--- src/rtl/pipe_hazard_ctrl_pkg.sv ---
// Shared definitions for the pipeline hazard controller: forwarding select codes,
// scoreboard entry layout and the hazard classification used to drive enables.
package pipe_hazard_ctrl_pkg;

   localparam logic [1:0] FWD_REG = 2'b00;
   localparam logic [1:0] FWD_MEM = 2'b01;
   localparam logic [1:0] FWD_WB  = 2'b10;

   // Entry layout, LSB first: mem_access, mem_to_reg, reg_write, dst[REG_AW], valid
   localparam int SB_MA_BIT  = 0;
   localparam int SB_MTR_BIT = 1;
   localparam int SB_RW_BIT  = 2;
   localparam int SB_DST_LSB = 3;
   localparam int SB_CTL_W   = 4;

   typedef enum logic [2:0] {
      HZ_RESET    = 3'd0,
      HZ_FREEZE   = 3'd1,
      HZ_BRANCH   = 3'd2,
      HZ_LOAD_USE = 3'd3,
      HZ_JUMP     = 3'd4,
      HZ_NONE     = 3'd5
   } hazard_e;

   function automatic logic [1:0] fwd_pick(input logic ex_hit, input logic mem_hit);
      logic [1:0] sel;
      if (ex_hit) begin
         sel = FWD_MEM;
      end else if (mem_hit) begin
         sel = FWD_WB;
      end else begin
         sel = FWD_REG;
      end
      return sel;
   endfunction

endpackage

--- src/rtl/pipe_hazard_ctrl_if.sv ---
// Bundle of ID-stage control fields, resolution inputs and pipeline control outputs
// exchanged between the decode side (master) and the hazard controller (slave).
interface pipe_hazard_ctrl_if #(
   parameter int REG_AW = 5,
   parameter int CNT_W  = 32
);
   logic              id_valid;
   logic [REG_AW-1:0] id_rs;
   logic [REG_AW-1:0] id_rt;
   logic              id_uses_rt;
   logic [REG_AW-1:0] id_dst;
   logic              id_reg_write;
   logic              id_mem_to_reg;
   logic              id_mem_access;
   logic              id_jump;
   logic              ex_branch_taken;
   logic              dmem_ready;

   logic              pc_en;
   logic              ifid_en;
   logic              ifid_flush;
   logic              idex_en;
   logic              idex_flush;
   logic              exmem_en;
   logic [1:0]        fwd_a;
   logic [1:0]        fwd_b;
   logic [CNT_W-1:0]  stall_cycles;

   modport master (
      output id_valid, id_rs, id_rt, id_uses_rt, id_dst, id_reg_write,
             id_mem_to_reg, id_mem_access, id_jump, ex_branch_taken, dmem_ready,
      input  pc_en, ifid_en, ifid_flush, idex_en, idex_flush, exmem_en,
             fwd_a, fwd_b, stall_cycles
   );

   modport slave (
      input  id_valid, id_rs, id_rt, id_uses_rt, id_dst, id_reg_write,
             id_mem_to_reg, id_mem_access, id_jump, ex_branch_taken, dmem_ready,
      output pc_en, ifid_en, ifid_flush, idex_en, idex_flush, exmem_en,
             fwd_a, fwd_b, stall_cycles
   );
endinterface

--- src/rtl/pipe_hazard_ctrl_hazard_sb_stage.sv ---
// One scoreboard entry: an enable-gated register with synchronous clear,
// chained three deep by the controller to shadow EX, MEM and WB.
module hazard_sb_stage #(
   parameter int W = 9
) (
   input  logic         clk,
   input  logic         clr,
   input  logic         en,
   input  logic [W-1:0] d,
   output logic [W-1:0] q
);

   // Entry register; clear takes priority over a pipeline advance
   always_ff @(posedge clk) begin
      if (clr) begin
         q <= {W{1'b0}};
      end else if (en) begin
         q <= d;
      end
   end

endmodule

--- src/rtl/pipe_hazard_ctrl.sv ---
// Hazard and sequencing controller for a 5-stage pipeline: tracks EX/MEM/WB
// destinations and drives stage enables, flushes, bubbles and forwarding selects.
module pipe_hazard_ctrl
   import pipe_hazard_ctrl_pkg::*;
#(
   parameter int REG_AW = 5,
   parameter int CNT_W  = 32
) (
   input logic               clk,
   input logic               rst,
   pipe_hazard_ctrl_if.slave hz
);

   localparam int SB_W     = REG_AW + SB_CTL_W;
   localparam int SB_V_BIT = REG_AW + SB_DST_LSB;

   logic [SB_W-1:0]   sb_d_s [3];
   logic [SB_W-1:0]   sb_r   [3];

   logic              ex_valid_s, ex_rw_s, ex_mtr_s;
   logic [REG_AW-1:0] ex_dst_s;
   logic              mem_valid_s, mem_rw_s, mem_ma_s;
   logic [REG_AW-1:0] mem_dst_s;

   logic              freeze_s, ld_hit_s, issue_s, adv_en_s;
   hazard_e           hz_sel_s;
   logic              pc_en_s, ifid_en_s, ifid_flush_s, idex_en_s, idex_flush_s, exmem_en_s;
   logic [1:0]        fwd_a_d_s, fwd_b_d_s;
   logic [1:0]        fwd_a_r, fwd_b_r;
   logic [CNT_W-1:0]  stall_r;

   function automatic logic src_hit(input logic valid, input logic rw,
                                    input logic [REG_AW-1:0] dst,
                                    input logic [REG_AW-1:0] src);
      return valid & rw & (dst != {REG_AW{1'b0}}) & (dst == src);
   endfunction

   assign ex_valid_s  = sb_r[0][SB_V_BIT];
   assign ex_rw_s     = sb_r[0][SB_RW_BIT];
   assign ex_mtr_s    = sb_r[0][SB_MTR_BIT];
   assign ex_dst_s    = sb_r[0][SB_DST_LSB +: REG_AW];
   assign mem_valid_s = sb_r[1][SB_V_BIT];
   assign mem_rw_s    = sb_r[1][SB_RW_BIT];
   assign mem_ma_s    = sb_r[1][SB_MA_BIT];
   assign mem_dst_s   = sb_r[1][SB_DST_LSB +: REG_AW];

   // Hazard classification in priority order; reset overrides everything
   always_comb begin
      freeze_s = mem_valid_s & mem_ma_s & ~hz.dmem_ready;
      ld_hit_s = ex_valid_s & ex_mtr_s & (ex_dst_s != {REG_AW{1'b0}})
               & ((ex_dst_s == hz.id_rs) | (hz.id_uses_rt & (ex_dst_s == hz.id_rt)));
      if (rst) begin
         hz_sel_s = HZ_RESET;
      end else if (freeze_s) begin
         hz_sel_s = HZ_FREEZE;
      end else if (ex_valid_s & hz.ex_branch_taken) begin
         hz_sel_s = HZ_BRANCH;
      end else if (hz.id_valid & ld_hit_s) begin
         hz_sel_s = HZ_LOAD_USE;
      end else if (hz.id_valid & hz.id_jump) begin
         hz_sel_s = HZ_JUMP;
      end else begin
         hz_sel_s = HZ_NONE;
      end
   end

   // Stage enables and flushes for each hazard class
   always_comb begin
      pc_en_s      = 1'b1;
      ifid_en_s    = 1'b1;
      ifid_flush_s = 1'b0;
      idex_en_s    = 1'b1;
      idex_flush_s = 1'b0;
      exmem_en_s   = 1'b1;
      case (hz_sel_s)
         HZ_RESET: begin
            pc_en_s      = 1'b0;
            ifid_en_s    = 1'b0;
            ifid_flush_s = 1'b1;
            idex_en_s    = 1'b0;
            idex_flush_s = 1'b1;
            exmem_en_s   = 1'b0;
         end
         HZ_FREEZE: begin
            pc_en_s    = 1'b0;
            ifid_en_s  = 1'b0;
            idex_en_s  = 1'b0;
            exmem_en_s = 1'b0;
         end
         HZ_BRANCH: begin
            ifid_flush_s = 1'b1;
            idex_flush_s = 1'b1;
         end
         HZ_LOAD_USE: begin
            pc_en_s      = 1'b0;
            ifid_en_s    = 1'b0;
            idex_flush_s = 1'b1;
         end
         HZ_JUMP: begin
            ifid_flush_s = 1'b1;
         end
         HZ_NONE: begin
            pc_en_s = 1'b1;
         end
         default: begin
            pc_en_s      = 1'b0;
            ifid_en_s    = 1'b0;
            ifid_flush_s = 1'b1;
            idex_en_s    = 1'b0;
            idex_flush_s = 1'b1;
            exmem_en_s   = 1'b0;
         end
      endcase
   end

   // Next ID/EX entry and its forwarding selects; a bubble never forwards
   always_comb begin
      adv_en_s  = ~freeze_s;
      issue_s   = hz.id_valid & ~idex_flush_s;
      sb_d_s[0] = {issue_s, hz.id_dst, hz.id_reg_write, hz.id_mem_to_reg, hz.id_mem_access};
      sb_d_s[1] = sb_r[0];
      sb_d_s[2] = sb_r[1];
      if (issue_s) begin
         fwd_a_d_s = fwd_pick(src_hit(ex_valid_s, ex_rw_s, ex_dst_s, hz.id_rs),
                              src_hit(mem_valid_s, mem_rw_s, mem_dst_s, hz.id_rs));
         fwd_b_d_s = fwd_pick(hz.id_uses_rt & src_hit(ex_valid_s, ex_rw_s, ex_dst_s, hz.id_rt),
                              hz.id_uses_rt & src_hit(mem_valid_s, mem_rw_s, mem_dst_s, hz.id_rt));
      end else begin
         fwd_a_d_s = FWD_REG;
         fwd_b_d_s = FWD_REG;
      end
   end

   hazard_sb_stage #(.W(SB_W)) u_ex_e (
      .clk(clk), .clr(rst), .en(adv_en_s), .d(sb_d_s[0]), .q(sb_r[0])
   );

   hazard_sb_stage #(.W(SB_W)) u_mem_e (
      .clk(clk), .clr(rst), .en(adv_en_s), .d(sb_d_s[1]), .q(sb_r[1])
   );

   hazard_sb_stage #(.W(SB_W)) u_wb_e (
      .clk(clk), .clr(rst), .en(adv_en_s), .d(sb_d_s[2]), .q(sb_r[2])
   );

   // Forwarding selects travel with the ex_e entry and hold during a freeze
   always_ff @(posedge clk) begin
      if (rst) begin
         fwd_a_r <= FWD_REG;
         fwd_b_r <= FWD_REG;
      end else if (adv_en_s) begin
         fwd_a_r <= fwd_a_d_s;
         fwd_b_r <= fwd_b_d_s;
      end
   end

   // Count every non-reset cycle in which the PC is held
   always_ff @(posedge clk) begin
      if (rst) begin
         stall_r <= {CNT_W{1'b0}};
      end else if (!pc_en_s) begin
         stall_r <= stall_r + {{(CNT_W-1){1'b0}}, 1'b1};
      end
   end

   assign hz.pc_en        = pc_en_s;
   assign hz.ifid_en      = ifid_en_s;
   assign hz.ifid_flush   = ifid_flush_s;
   assign hz.idex_en      = idex_en_s;
   assign hz.idex_flush   = idex_flush_s;
   assign hz.exmem_en     = exmem_en_s;
   assign hz.fwd_a        = fwd_a_r;
   assign hz.fwd_b        = fwd_b_r;
   assign hz.stall_cycles = stall_r;

endmodule

--- src/flat_wrapper.sv ---
// flat-port wrapper written by rule: the top's interface ports become plain ports
module pipe_hazard_ctrl_flat import pipe_hazard_ctrl_pkg::*;
#(
   parameter int REG_AW = 5,
   parameter int CNT_W  = 32
)
  (clk, rst, hz_id_valid, hz_id_rs, hz_id_rt, hz_id_uses_rt, hz_id_dst, hz_id_reg_write, hz_id_mem_to_reg, hz_id_mem_access, hz_id_jump, hz_ex_branch_taken, hz_dmem_ready, hz_pc_en, hz_ifid_en, hz_ifid_flush, hz_idex_en, hz_idex_flush, hz_exmem_en, hz_fwd_a, hz_fwd_b, hz_stall_cycles);
  pipe_hazard_ctrl_if #(.REG_AW(REG_AW), .CNT_W(CNT_W)) hz_i ();
  input logic clk;
  input logic rst;
  input wire logic [$bits(hz_i.id_valid)-1:0] hz_id_valid;
  input wire logic [$bits(hz_i.id_rs)-1:0] hz_id_rs;
  input wire logic [$bits(hz_i.id_rt)-1:0] hz_id_rt;
  input wire logic [$bits(hz_i.id_uses_rt)-1:0] hz_id_uses_rt;
  input wire logic [$bits(hz_i.id_dst)-1:0] hz_id_dst;
  input wire logic [$bits(hz_i.id_reg_write)-1:0] hz_id_reg_write;
  input wire logic [$bits(hz_i.id_mem_to_reg)-1:0] hz_id_mem_to_reg;
  input wire logic [$bits(hz_i.id_mem_access)-1:0] hz_id_mem_access;
  input wire logic [$bits(hz_i.id_jump)-1:0] hz_id_jump;
  input wire logic [$bits(hz_i.ex_branch_taken)-1:0] hz_ex_branch_taken;
  input wire logic [$bits(hz_i.dmem_ready)-1:0] hz_dmem_ready;
  output wire logic [$bits(hz_i.pc_en)-1:0] hz_pc_en;
  output wire logic [$bits(hz_i.ifid_en)-1:0] hz_ifid_en;
  output wire logic [$bits(hz_i.ifid_flush)-1:0] hz_ifid_flush;
  output wire logic [$bits(hz_i.idex_en)-1:0] hz_idex_en;
  output wire logic [$bits(hz_i.idex_flush)-1:0] hz_idex_flush;
  output wire logic [$bits(hz_i.exmem_en)-1:0] hz_exmem_en;
  output wire logic [$bits(hz_i.fwd_a)-1:0] hz_fwd_a;
  output wire logic [$bits(hz_i.fwd_b)-1:0] hz_fwd_b;
  output wire logic [$bits(hz_i.stall_cycles)-1:0] hz_stall_cycles;
  assign hz_i.id_valid = hz_id_valid;
  assign hz_i.id_rs = hz_id_rs;
  assign hz_i.id_rt = hz_id_rt;
  assign hz_i.id_uses_rt = hz_id_uses_rt;
  assign hz_i.id_dst = hz_id_dst;
  assign hz_i.id_reg_write = hz_id_reg_write;
  assign hz_i.id_mem_to_reg = hz_id_mem_to_reg;
  assign hz_i.id_mem_access = hz_id_mem_access;
  assign hz_i.id_jump = hz_id_jump;
  assign hz_i.ex_branch_taken = hz_ex_branch_taken;
  assign hz_i.dmem_ready = hz_dmem_ready;
  assign hz_pc_en = hz_i.pc_en;
  assign hz_ifid_en = hz_i.ifid_en;
  assign hz_ifid_flush = hz_i.ifid_flush;
  assign hz_idex_en = hz_i.idex_en;
  assign hz_idex_flush = hz_i.idex_flush;
  assign hz_exmem_en = hz_i.exmem_en;
  assign hz_fwd_a = hz_i.fwd_a;
  assign hz_fwd_b = hz_i.fwd_b;
  assign hz_stall_cycles = hz_i.stall_cycles;
  pipe_hazard_ctrl #(.REG_AW(REG_AW), .CNT_W(CNT_W)) u_core (.clk(clk), .rst(rst), .hz(hz_i));
endmodule
--- config.mk ---
export PLATFORM = sky130hd
export DESIGN_NAME = pipe_hazard_ctrl_flat
export DESIGN_NICKNAME = d
export VERILOG_FILES = /design/src/rtl/pipe_hazard_ctrl_pkg.sv /design/src/rtl/pipe_hazard_ctrl_if.sv /design/src/rtl/pipe_hazard_ctrl_hazard_sb_stage.sv /design/src/rtl/pipe_hazard_ctrl.sv /design/src/flat_wrapper.sv
export SDC_FILE = /design/constraint.sdc
export NUM_CORES = 1
export LEC_CHECK = 0
export BUFFER_PORTS_ARGS = -buffer_cell sky130_fd_sc_hd__buf_2
export CORE_ASPECT_RATIO = 1.1
export CORE_MARGIN = 2
export CORE_UTILIZATION = 58
export CTS_CLUSTER_SIZE = 16
export DETAILED_ROUTE_END_ITERATION = 8
export PLACE_DENSITY = 0.91
export SETUP_SLACK_MARGIN = 0.15
export SLEW_MARGIN = 20
export SYNTH_ARGS = -nofsm -noshare
export SYNTH_HDL_FRONTEND = slang
export SYNTH_SLANG_ARGS = --single-unit
export TNS_END_PERCENT = 1
--- constraint.sdc ---
create_clock -name clk -period 5 [get_ports clk]
set_input_delay 1 -clock clk [delete_from_list [all_inputs] [get_ports clk]]
set_output_delay 1 -clock clk [all_outputs]
set_load 0.01 [all_outputs]
; ---- Yosys cells after proc, flatten, opt, wreduce, memory -nomap -nowiden
; Cells that the tools add are included.
[totals]
elab_cells = 58
inputBits = 25
regBits = 54
[classes]
bitwise_logic = 22
muxes = 15
eq_ne = 9
n_addsub = 1
reduce_logical = 6
[ops]
columns = cell, n
row1 = 32-bit by 1-bit adder with 32-bit output (second input constant), 1
row2 = 1-bit bitwise AND, 20
row3 = 5-bit == test, 4
row4 = 2-bit 2-to-1 mux, 6
row5 = 3-bit 2-to-1 mux, 4
row6 = 5-bit nonzero test, 2
row7 = 3-bit OR reduction, 3
row8 = 3-bit by 2-bit == test with 1-bit output (second input constant), 2
row9 = 3-bit == test (second input constant), 2
row10 = 1-bit 2-to-1 mux, 5
row11 = 4-bit OR reduction, 1
row12 = 3-bit by 1-bit == test with 1-bit output (second input constant), 1
row13 = 1-bit NOT, 1
row14 = 1-bit OR, 1

; ---- Depth between registers and ports, before layout
; Gate-level depths: netlist of run 1.
[logic_depth]
word_depth = 13
ltp_mapped = 8

; ---- Modules after synthesis
; Synthesis of run 1 repeated with hierarchy kept, for this count alone.
[unflattened]
hier_cells = 306
hier_area_um2 = 2866.5
[by_module_without_submodules]
columns = mod, seq_area_each_um2, cells_each, n_inst, area_per_inst_um2
row1 = pipe_hazard_ctrl, 720.7, 248, 1, 2228.4
row2 = hazard_sb_stage, 180.2, 29, 2, 319.1

; ---- Least setup slack after synthesis of run 1
; No wires, ideal clock.
[synth_timing]
path_kind = input to output
start = in hz_id_rs[4]
end = out hz_pc_en
arrival_ps = 2242
slack_ps = 1758
stages = 6
cell_sequence = xnor2_1 -> nand3_1 -> nor3_4 -> o211ai_4 -> and2_1 -> buf_4
[synth_between]
elab_chain_len = 11
[synth_rtl]
columns = element, line
row1 = "start, declared", flat_wrapper.sv:12  ; input wire logic [$bits(hz_i.id_rs)-1:0] hz_id_rs;
row2 = 5-bit == test (*), pipe_hazard_ctrl.sv:51  ; & ((ex_dst_s == hz.id_rs) | (hz.id_uses_rt & (ex_dst_s == hz.id_rt)));
row3 = 1-bit OR (*), pipe_hazard_ctrl.sv:51
row4 = 1-bit bitwise AND (*), pipe_hazard_ctrl.sv:51
row5 = 1-bit bitwise AND (*), pipe_hazard_ctrl.sv:58  ; end else if (hz.id_valid & ld_hit_s) begin
row6 = 3-bit 2-to-1 mux (*), pipe_hazard_ctrl.sv:58
row7 = 3-bit 2-to-1 mux (*), pipe_hazard_ctrl.sv:56  ; end else if (ex_valid_s & hz.ex_branch_taken) begin
row8 = 3-bit 2-to-1 mux (*), pipe_hazard_ctrl.sv:54  ; end else if (freeze_s) begin
row9 = 3-bit 2-to-1 mux (*), pipe_hazard_ctrl.sv:52  ; if (rst) begin
row10 = 3-bit by 2-bit == test with 1-bit output / 3-bit == test (equally long branches), -
row11 = 3-bit OR reduction (no line) (*), -
row12 = 1-bit 2-to-1 mux (*), -
row13 = "end, declared", flat_wrapper.sv:22  ; output wire logic [$bits(hz_i.pc_en)-1:0] hz_pc_en;
; Every way passes the cells marked *; elsewhere a longest branch is shown, timed or not.

; ---- Final worst setup path of run 1
[layout_timing]
start = in hz_id_rt[4]
end = out hz_ifid_flush
[layout_between]
elab_chain_len = 12
[layout_rtl]
columns = element, line
row1 = "start, declared", flat_wrapper.sv:13  ; input wire logic [$bits(hz_i.id_rt)-1:0] hz_id_rt;
row2 = 5-bit == test (*), pipe_hazard_ctrl.sv:51
row3 = 1-bit bitwise AND (*), pipe_hazard_ctrl.sv:51
row4 = 1-bit OR (*), pipe_hazard_ctrl.sv:51
row5 = 1-bit bitwise AND (*), pipe_hazard_ctrl.sv:51
row6 = 1-bit bitwise AND (*), pipe_hazard_ctrl.sv:58
row7 = 3-bit 2-to-1 mux (*), pipe_hazard_ctrl.sv:58
row8 = 3-bit 2-to-1 mux (*), pipe_hazard_ctrl.sv:56
row9 = 3-bit 2-to-1 mux (*), pipe_hazard_ctrl.sv:54
row10 = 3-bit 2-to-1 mux (*), pipe_hazard_ctrl.sv:52
row11 = "3-bit by 1-bit == test with 1-bit output, or another cell as far along", pipe_hazard_ctrl.sv:75  ; case (hz_sel_s)
row12 = 3-bit OR reduction (no line) (*), -
row13 = 1-bit 2-to-1 mux (*), pipe_hazard_ctrl.sv:75
row14 = "end, declared", flat_wrapper.sv:24  ; output wire logic [$bits(hz_i.ifid_flush)-1:0] hz_ifid_flush;
; Marks and branches as above.

==> results of run 1 <==
## cell families after synthesis
group                    after synthesis  share of synthesized area [%]
flip-flops                            53                           35.8
AO/OA/AOI/OAI                         68                           16.4
multiplexers                          27                           10.3
adder cells (fa/ha/maj)                1                          0.422
XOR/XNOR                              20                           5.91
AND/OR/NAND/NOR                      167                           27.6
buffers and inverters                 23                           3.59
## cells in the final DEF, fill, tap and decap left out, types with 2 or more instances in the layout
cell / Yosys / final
sky130_fd_sc_hd__mux2_2: 27 / 27
sky130_fd_sc_hd__o21ai_0: 2 / 2
sky130_fd_sc_hd__nand3_1: 18 / 18
sky130_fd_sc_hd__nor4_1: 2 / 2
sky130_fd_sc_hd__a21oi_1: 37 / 37
sky130_fd_sc_hd__nor2b_1: 25 / 25
sky130_fd_sc_hd__o31ai_1: 2 / 2
sky130_fd_sc_hd__nor2_1: 42 / 42
sky130_fd_sc_hd__and3_1: 5 / 5
sky130_fd_sc_hd__nand4_1: 10 / 10
sky130_fd_sc_hd__nor3_1: 3 / 3
sky130_fd_sc_hd__a211oi_1: 2 / 2
sky130_fd_sc_hd__inv_1: 5 / 5
sky130_fd_sc_hd__nand3b_1: 3 / 3
sky130_fd_sc_hd__buf_4: 2 / 2
sky130_fd_sc_hd__clkinv_2: 0 / 2
sky130_fd_sc_hd__a21o_1: 4 / 4
sky130_fd_sc_hd__o22ai_1: 3 / 3
sky130_fd_sc_hd__dfxtp_1: 53 / 53
sky130_fd_sc_hd__buf_2: 1 / 66
sky130_fd_sc_hd__clkbuf_8: 0 / 5
sky130_fd_sc_hd__a21boi_0: 4 / 4
sky130_fd_sc_hd__a21boi_1: 2 / 2
sky130_fd_sc_hd__o2111ai_4: 2 / 2
sky130_fd_sc_hd__xnor2_1: 7 / 7
sky130_fd_sc_hd__and2_1: 4 / 4
sky130_fd_sc_hd__nand2_1: 48 / 48
sky130_fd_sc_hd__xor2_1: 13 / 13
## per-layer routing
layer / routed length, µm / GRT usage [%] / up-vias / share of wire, %
li1: - / - / 1347 / -
met1: 2870 / 28.0 / 1253 / 43
met2: 3360 / 41.7 / 71 / 50
met3: 359 / 5.71 / 9 / 5.4
met4: 100 / 6.98 / 0 / 1.5
met5: 0 / 0 / - / 0
## through the flow
step | power [mW] | instance area, µm²
4_1_cts | 0.740 | 3380
3_5_place_dp | 0.512 | 3290
2_1_floorplan | 0.489 | 2960
6_report | 0.733 | 3380
3_3_place_gp | 0.509 | 3290
5_1_grt | 0.769 | 3380
## sequential cells by signal (all words and copies together), names as in the netlist
name                    flops
u_core.hz.stall_cycles     32
u_core.hz.fwd_a             2
u_core.u_mem_e.q            8
u_core.u_ex_e.q             9
u_core.hz.fwd_b             2
## layout make-up
type                    count  area (µm²)
multi-input cells         283        1800
fillers                   412        1590
flip-flops and latches     53        1060
repair buffers             68         345
clock buffers               6        72.6
well taps                  58        72.6
inverters                   5        18.8
clock inverters             2        10.0
## Yosys cell counts (2+ instances only)
cell	number	area share (%)
sky130_fd_sc_hd__dfxtp_1	53	36
sky130_fd_sc_hd__nand2_1	48	6.1
sky130_fd_sc_hd__nor2_1	42	5.3
sky130_fd_sc_hd__a21oi_1	37	6.2
sky130_fd_sc_hd__mux2_2	27	10
sky130_fd_sc_hd__nor2b_1	25	5.3
sky130_fd_sc_hd__nand3_1	18	3.0
sky130_fd_sc_hd__xor2_1	13	3.8
sky130_fd_sc_hd__clkbuf_1	11	1.4
sky130_fd_sc_hd__nand4_1	10	2.1
sky130_fd_sc_hd__xnor2_1	7	2.1
sky130_fd_sc_hd__and3_1	5	1.1
sky130_fd_sc_hd__inv_1	5	0.63
sky130_fd_sc_hd__a21boi_0	4	1.0
sky130_fd_sc_hd__a21o_1	4	1.0
sky130_fd_sc_hd__and2_1	4	0.84
sky130_fd_sc_hd__nand3b_1	3	0.76
sky130_fd_sc_hd__nor3_1	3	0.51
sky130_fd_sc_hd__o22ai_1	3	0.63
sky130_fd_sc_hd__a211oi_1	2	0.51
sky130_fd_sc_hd__a21boi_1	2	0.51
sky130_fd_sc_hd__buf_1	2	0.25
sky130_fd_sc_hd__buf_4	2	0.51
sky130_fd_sc_hd__nor4_1	2	0.42
sky130_fd_sc_hd__o2111ai_4	2	1.8
sky130_fd_sc_hd__o21ai_0	2	0.34
sky130_fd_sc_hd__o31ai_1	2	0.51
## where the power goes
group / leakage (nW) / internal (mW) / total [mW] / switching, mW
Sequential: 0.430 / 0.429 / 0.438 / 0.00896
Combinational: 0.930 / 0.0271 / 0.0645 / 0.0374
Clock: 0.0450 / 0.0973 / 0.231 / 0.133
## worst paths after layout
check             cells after the start           startpoint                         end
setup / recovery                      8          hz_id_rt[4]               hz_ifid_flush
hold / removal                        2   u_core.hz.fwd_a[1]          u_core.hz.fwd_a[1]
setup reg to reg                      7  u_core.u_mem_e.q[8]  u_core.hz.stall_cycles[21]
hold reg to reg                       2   u_core.hz.fwd_a[1]          u_core.hz.fwd_a[1]
## worst max-delay path, stage by stage
cell and delay (ns):
sky130_fd_sc_hd__buf_2 0.12, sky130_fd_sc_hd__xor2_1 0.14, sky130_fd_sc_hd__nor4_1 0.26, sky130_fd_sc_hd__and3_1 0.55, sky130_fd_sc_hd__o21ai_4 0.18, sky130_fd_sc_hd__a31oi_1 0.19, sky130_fd_sc_hd__o21bai_1 0.07, sky130_fd_sc_hd__buf_2 0.14
==> implementation parameters, run 1 <==
Parameter                              Value

Run status
  Run status    completed

Setup path
  Worst reg-to-reg setup slack    2.34 ns
  Critical path fanouts, max    7
  Startpoint type of the worst setup path    input pin
  Worst Path Required    4.00 ns
  Class of the most critical setup path    input pin to output pin
  Crit path arrival time    2.66 ns
  Endpoint type of the worst setup path    output pin

GRT
  Vias in the first global route    2,473
  Initial antenna violation count    0
  Maximum number of pins on one net before global-route repair    84
  Global-route wire length before repair    10,900 µm
  Global-route congestion overflow total    0
  GR Util All Layers    23.6%

CTS
  Root buf cell    sky130_fd_sc_hd__clkbuf_8
  TritonCTS sink count    53
  # hold bufs at CTS    0
  Maximum clock path buffer count    2
  Number of instances resized during post-cts repair    0
  Post-CTS setup-driven buffer insertion count    0
  Clock latency on the worst-skew pair    0.30 ns
  Clock transition at the register clock pins on the worst setup and hold paths after CTS    0.09 ns
  CTS Buf Count    5
  TritonCTS clock tree    built
  CTS HTree Levels    2

Synthesis
  Synthesized netlist cell count    359
  Main flop type after synthesis    sky130_fd_sc_hd__dfxtp_1
  Yosys reg bits    53
  Ys Warns    0
  Proportion of synthesized flip-flops having asynchronous set or reset    0%
  Cell area after technology mapping    0.00296 mm²
  Count of unique library cells instantiated by Yosys    48
  Synthesized area divided by synthesized cell count    8.26 µm²
  Number of flops mapped to enable cells by yosys    0
  Syn nets    385
  Proportion of synthesized chip area in sequential cells    35.8%

Final layout
  Finished Core Util    68.0%
  Final std cells w/o fill    475
  Synthesis-to-finish area growth    13.9%
  Diodes inserted    0
  Fraction of layout cells with a size suffix above 1    27.3%
  Final-stage net count    442

STA
  Minimum period implied by the final worst setup slack    3.66 ns
  Pins Over Slew Limit    0
  Worst Skew    0.00375 ns
  Setup ws final    1.34 ns
  Number of setup violations in the final report    0
  Setup TNS    0 ns
  Headroom to the max-slew limit    43.6%
  Achievable clock frequency    274 MHz
  Number of hold-slack violations in the final timing report    0
  Worst-margin pin slew    0.843 ns
  Hold Slack    0.464 ns
  Final clock period utilization by the worst path    73.1%
  Setup repair after global routing missed its margin    no

Floorplanning
  Starting utilization of the core area    59.7%
  Total Die Area    0.00570 mm²
  Die span in y    79.0 µm
  Placeable core region    0.00497 mm²
  Die span in x    72.2 µm
  Number of placement rows    27
  Top-Level Pins    67

Placed design
  Placer's final routability congestion estimate    0.856
  Placed cells    467
  Final HPWL DP    4920 µm
  Placement Setup Slack    1.35 ns
  Count of input and output buffers    66

Routing
  Residual DRC    0
  DRT iter0 DRCs    196
  Via count of the routed design    2,680
  Count of antenna-violating nets left after detailed routing    0
  Count of TritonRoute iterations in the first routing pass    4
  Per-cell routed wire length    14.1 µm
  Average vias per placed instance    5.64
  Post-Route WL    6690 µm

Power
  PD cells    217 mW/mm²
  Worst vdd rail ir drop    0.168 mV
  Total leakage power    1.41 nW

Worst hold path
  Min-Delay Path Class    flip-flop to flip-flop

Flow run
  Max-cap violations    0
(Power assumes the default switching activity.)
==> run 2, diff against run 1 <==
- CORE_UTILIZATION: 58 -> 54
- PLACE_DENSITY: 0.91 -> 0.86
- clock period: 5 -> 3.6 ns (I/O delays scaled with it)
==> implementation parameters, run 2 (synthesis gave the netlist of run 1 again) <==
Parameter                              Value

Run status
  Run status    completed

Final layout
  Commonest cells after routing, fill and taps aside    sky130_fd_sc_hd__buf_2, sky130_fd_sc_hd__dfxtp_1, sky130_fd_sc_hd__nand2_1
  Final std cells w/o fill    493
  Synthesis-to-finish area growth    15.9%
  Leading cell type in the layout, fill and taps excluded    sky130_fd_sc_hd__buf_2
  Diodes inserted    0
  Storage element area    0.00106 mm²
  Area of the multi-input gates    0.00180 mm²
  Fraction of layout cells with a size suffix above 1    27.8%
  Final-stage net count    444
  Flip-flop count of the largest register, all copies and words added    32
  FILL cells    500

Routing
  Average vias per placed instance    5.51
  Via count of the routed design    2,715
  Post-Route WL    6730 µm
  Per-cell routed wire length    13.7 µm
  DRT iter0 DRCs    145
  Count of TritonRoute iterations in the first routing pass    4
  Residual DRC    0
  Count of antenna-violating nets left after detailed routing    0

Setup path
  Crit path arrival time    2.32 ns
  WP buf/inv    1
  Worst Path Required    2.88 ns
  Startpoint type of the worst setup path    flip-flop
  Max incr delay on CP    0.56 ns
  Critical path fanouts, max    7
  Crit path cell chain    or4_1, o21a_1, and3_4, o21ai_4, a21oi_1, or2_2, buf_2
  Gate family responsible for the most delay along the worst path    simple AND/OR/NAND/NOR gates
  Class of the most critical setup path    flip-flop to output pin
  Max stage delay cell, worst path    sky130_fd_sc_hd__or4_1
  Endpoint type of the worst setup path    output pin

STA
  Setup ws final    0.563 ns
  Pins Over Slew Limit    0
  Worst Skew    0.00377 ns
  Setup repair after global routing missed its margin    no
  Minimum period implied by the final worst setup slack    3.04 ns
  Final clock period utilization by the worst path    84.4%
  Number of hold-slack violations in the final timing report    0
  Headroom to the max-slew limit    53.5%
  Achievable clock frequency    329 MHz
  Setup TNS    0 ns
  Worst-margin pin slew    0.698 ns
  Number of setup violations in the final report    0

GRT
  Initial antenna violation count    0
  Vias in the first global route    2,476
  GR Util All Layers    22.5%
  Global-route wire length before repair    10,700 µm
  Global-route congestion overflow total    0
  Maximum number of pins on one net before global-route repair    74

Power
  Switching part of the total power    23.1%
  Portion of total power attributed to sequential cells    56.0%
  Worst vdd rail ir drop    0.178 mV
  Total design power    1.09 mW
  Clock share of power    35.7%
  PD cells    316 mW/mm²
  Switching power summed over all nets    0.250 mW
  Combinational power share    8.4%
  Total leakage power    1.42 nW
  Internal Dissipation    0.835 mW

CTS
  TritonCTS clock tree    built
  Clock latency on the worst-skew pair    0.30 ns
  Maximum clock path buffer count    2
  # hold bufs at CTS    0
  Post-CTS setup-driven buffer insertion count    0
  CTS Buf Count    5
  Clock transition at the register clock pins on the worst setup and hold paths after CTS    0.09 ns
  Number of instances resized during post-cts repair    0
  TritonCTS sink count    53
  Root buf cell    sky130_fd_sc_hd__clkbuf_8
  CTS HTree Levels    2

Floorplanning
  Starting utilization of the core area    55.7%
  Placeable core region    0.00533 mm²
  Total Die Area    0.00610 mm²
  Die span in y    81.7 µm
  Number of placement rows    28
  Die span in x    74.6 µm
  Top-Level Pins    67

Placed design
  Placer's final routability congestion estimate    0.803
  Final HPWL DP    5080 µm
  Placement Setup Slack    0.606 ns
  Count of input and output buffers    66
  Placed cells    486

Worst hold path
  Min-Delay Path Class    flip-flop to flip-flop

Flow run
  Max-cap violations    0
==> run 2: layout make-up <==
type / count / area share [%]
clock buffer: 5 / 2.00
clock inverter: 2 / 1.02
inverter: 5 / 0.546
multi-input combinational: 283 / 52.3
sequential: 53 / 30.9
tap: 75 / 2.73
timing repair buffer: 70 / 10.5
==> run 2: worst paths after layout <==
path | start | to | slack, ns | cells past startpoint
max | u_core.u_ex_e.q[3] | hz_idex_flush | 0.56 | 7
min | u_core.hz.fwd_b[1] | u_core.hz.fwd_b[1] | 0.46 | 2
max reg2reg | u_core.u_ex_e.q[7] | u_core.hz.stall_cycles[14] | 1.12 | 7
min reg2reg | u_core.hz.fwd_b[1] | u_core.hz.fwd_b[1] | 0.46 | 2
==> run 2: stage by stage <==
step                cell area [µm²]  hold WS [ns]  util [%]
floorplan                      2960         0.432         -
global placement               3330         0.436      62.5
detailed placement             3330         0.442      62.5
CTS                            3430         0.463      64.5
global route                   3430         0.483      64.5
finish                         3430         0.456      64.5
==> run 2: metal layers <==
layer / global-route usage [%] / up-vias / share of wire [%]
met5: 0 / - / 0
met4: 5.36 / 0 / 1.1
met3: 4.79 / 9 / 5.6
met2: 41.2 / 70 / 51
met1: 26.5 / 1283 / 42
li1: - / 1353 / -
==> run 2: worst min-delay path, stage by stage, from the launching register on <==
cell and delay, ns:
sky130_fd_sc_hd__dfxtp_1 0.33, sky130_fd_sc_hd__nand2_1 0.04, sky130_fd_sc_hd__o21ai_0 0.05
==> run 2: power by group through the flow <==
stage | combinational [mW] | clock (mW) | sequential (mW)
6_report | 0.0907 | 0.387 | 0.608
5_1_grt | 0.0995 | 0.418 | 0.609
4_1_cts | 0.0909 | 0.396 | 0.608
3_5_place_dp | 0.0905 | 0 | 0.621
3_3_place_gp | 0.0855 | 0 | 0.621
2_1_floorplan | 0.0627 | 0 | 0.617
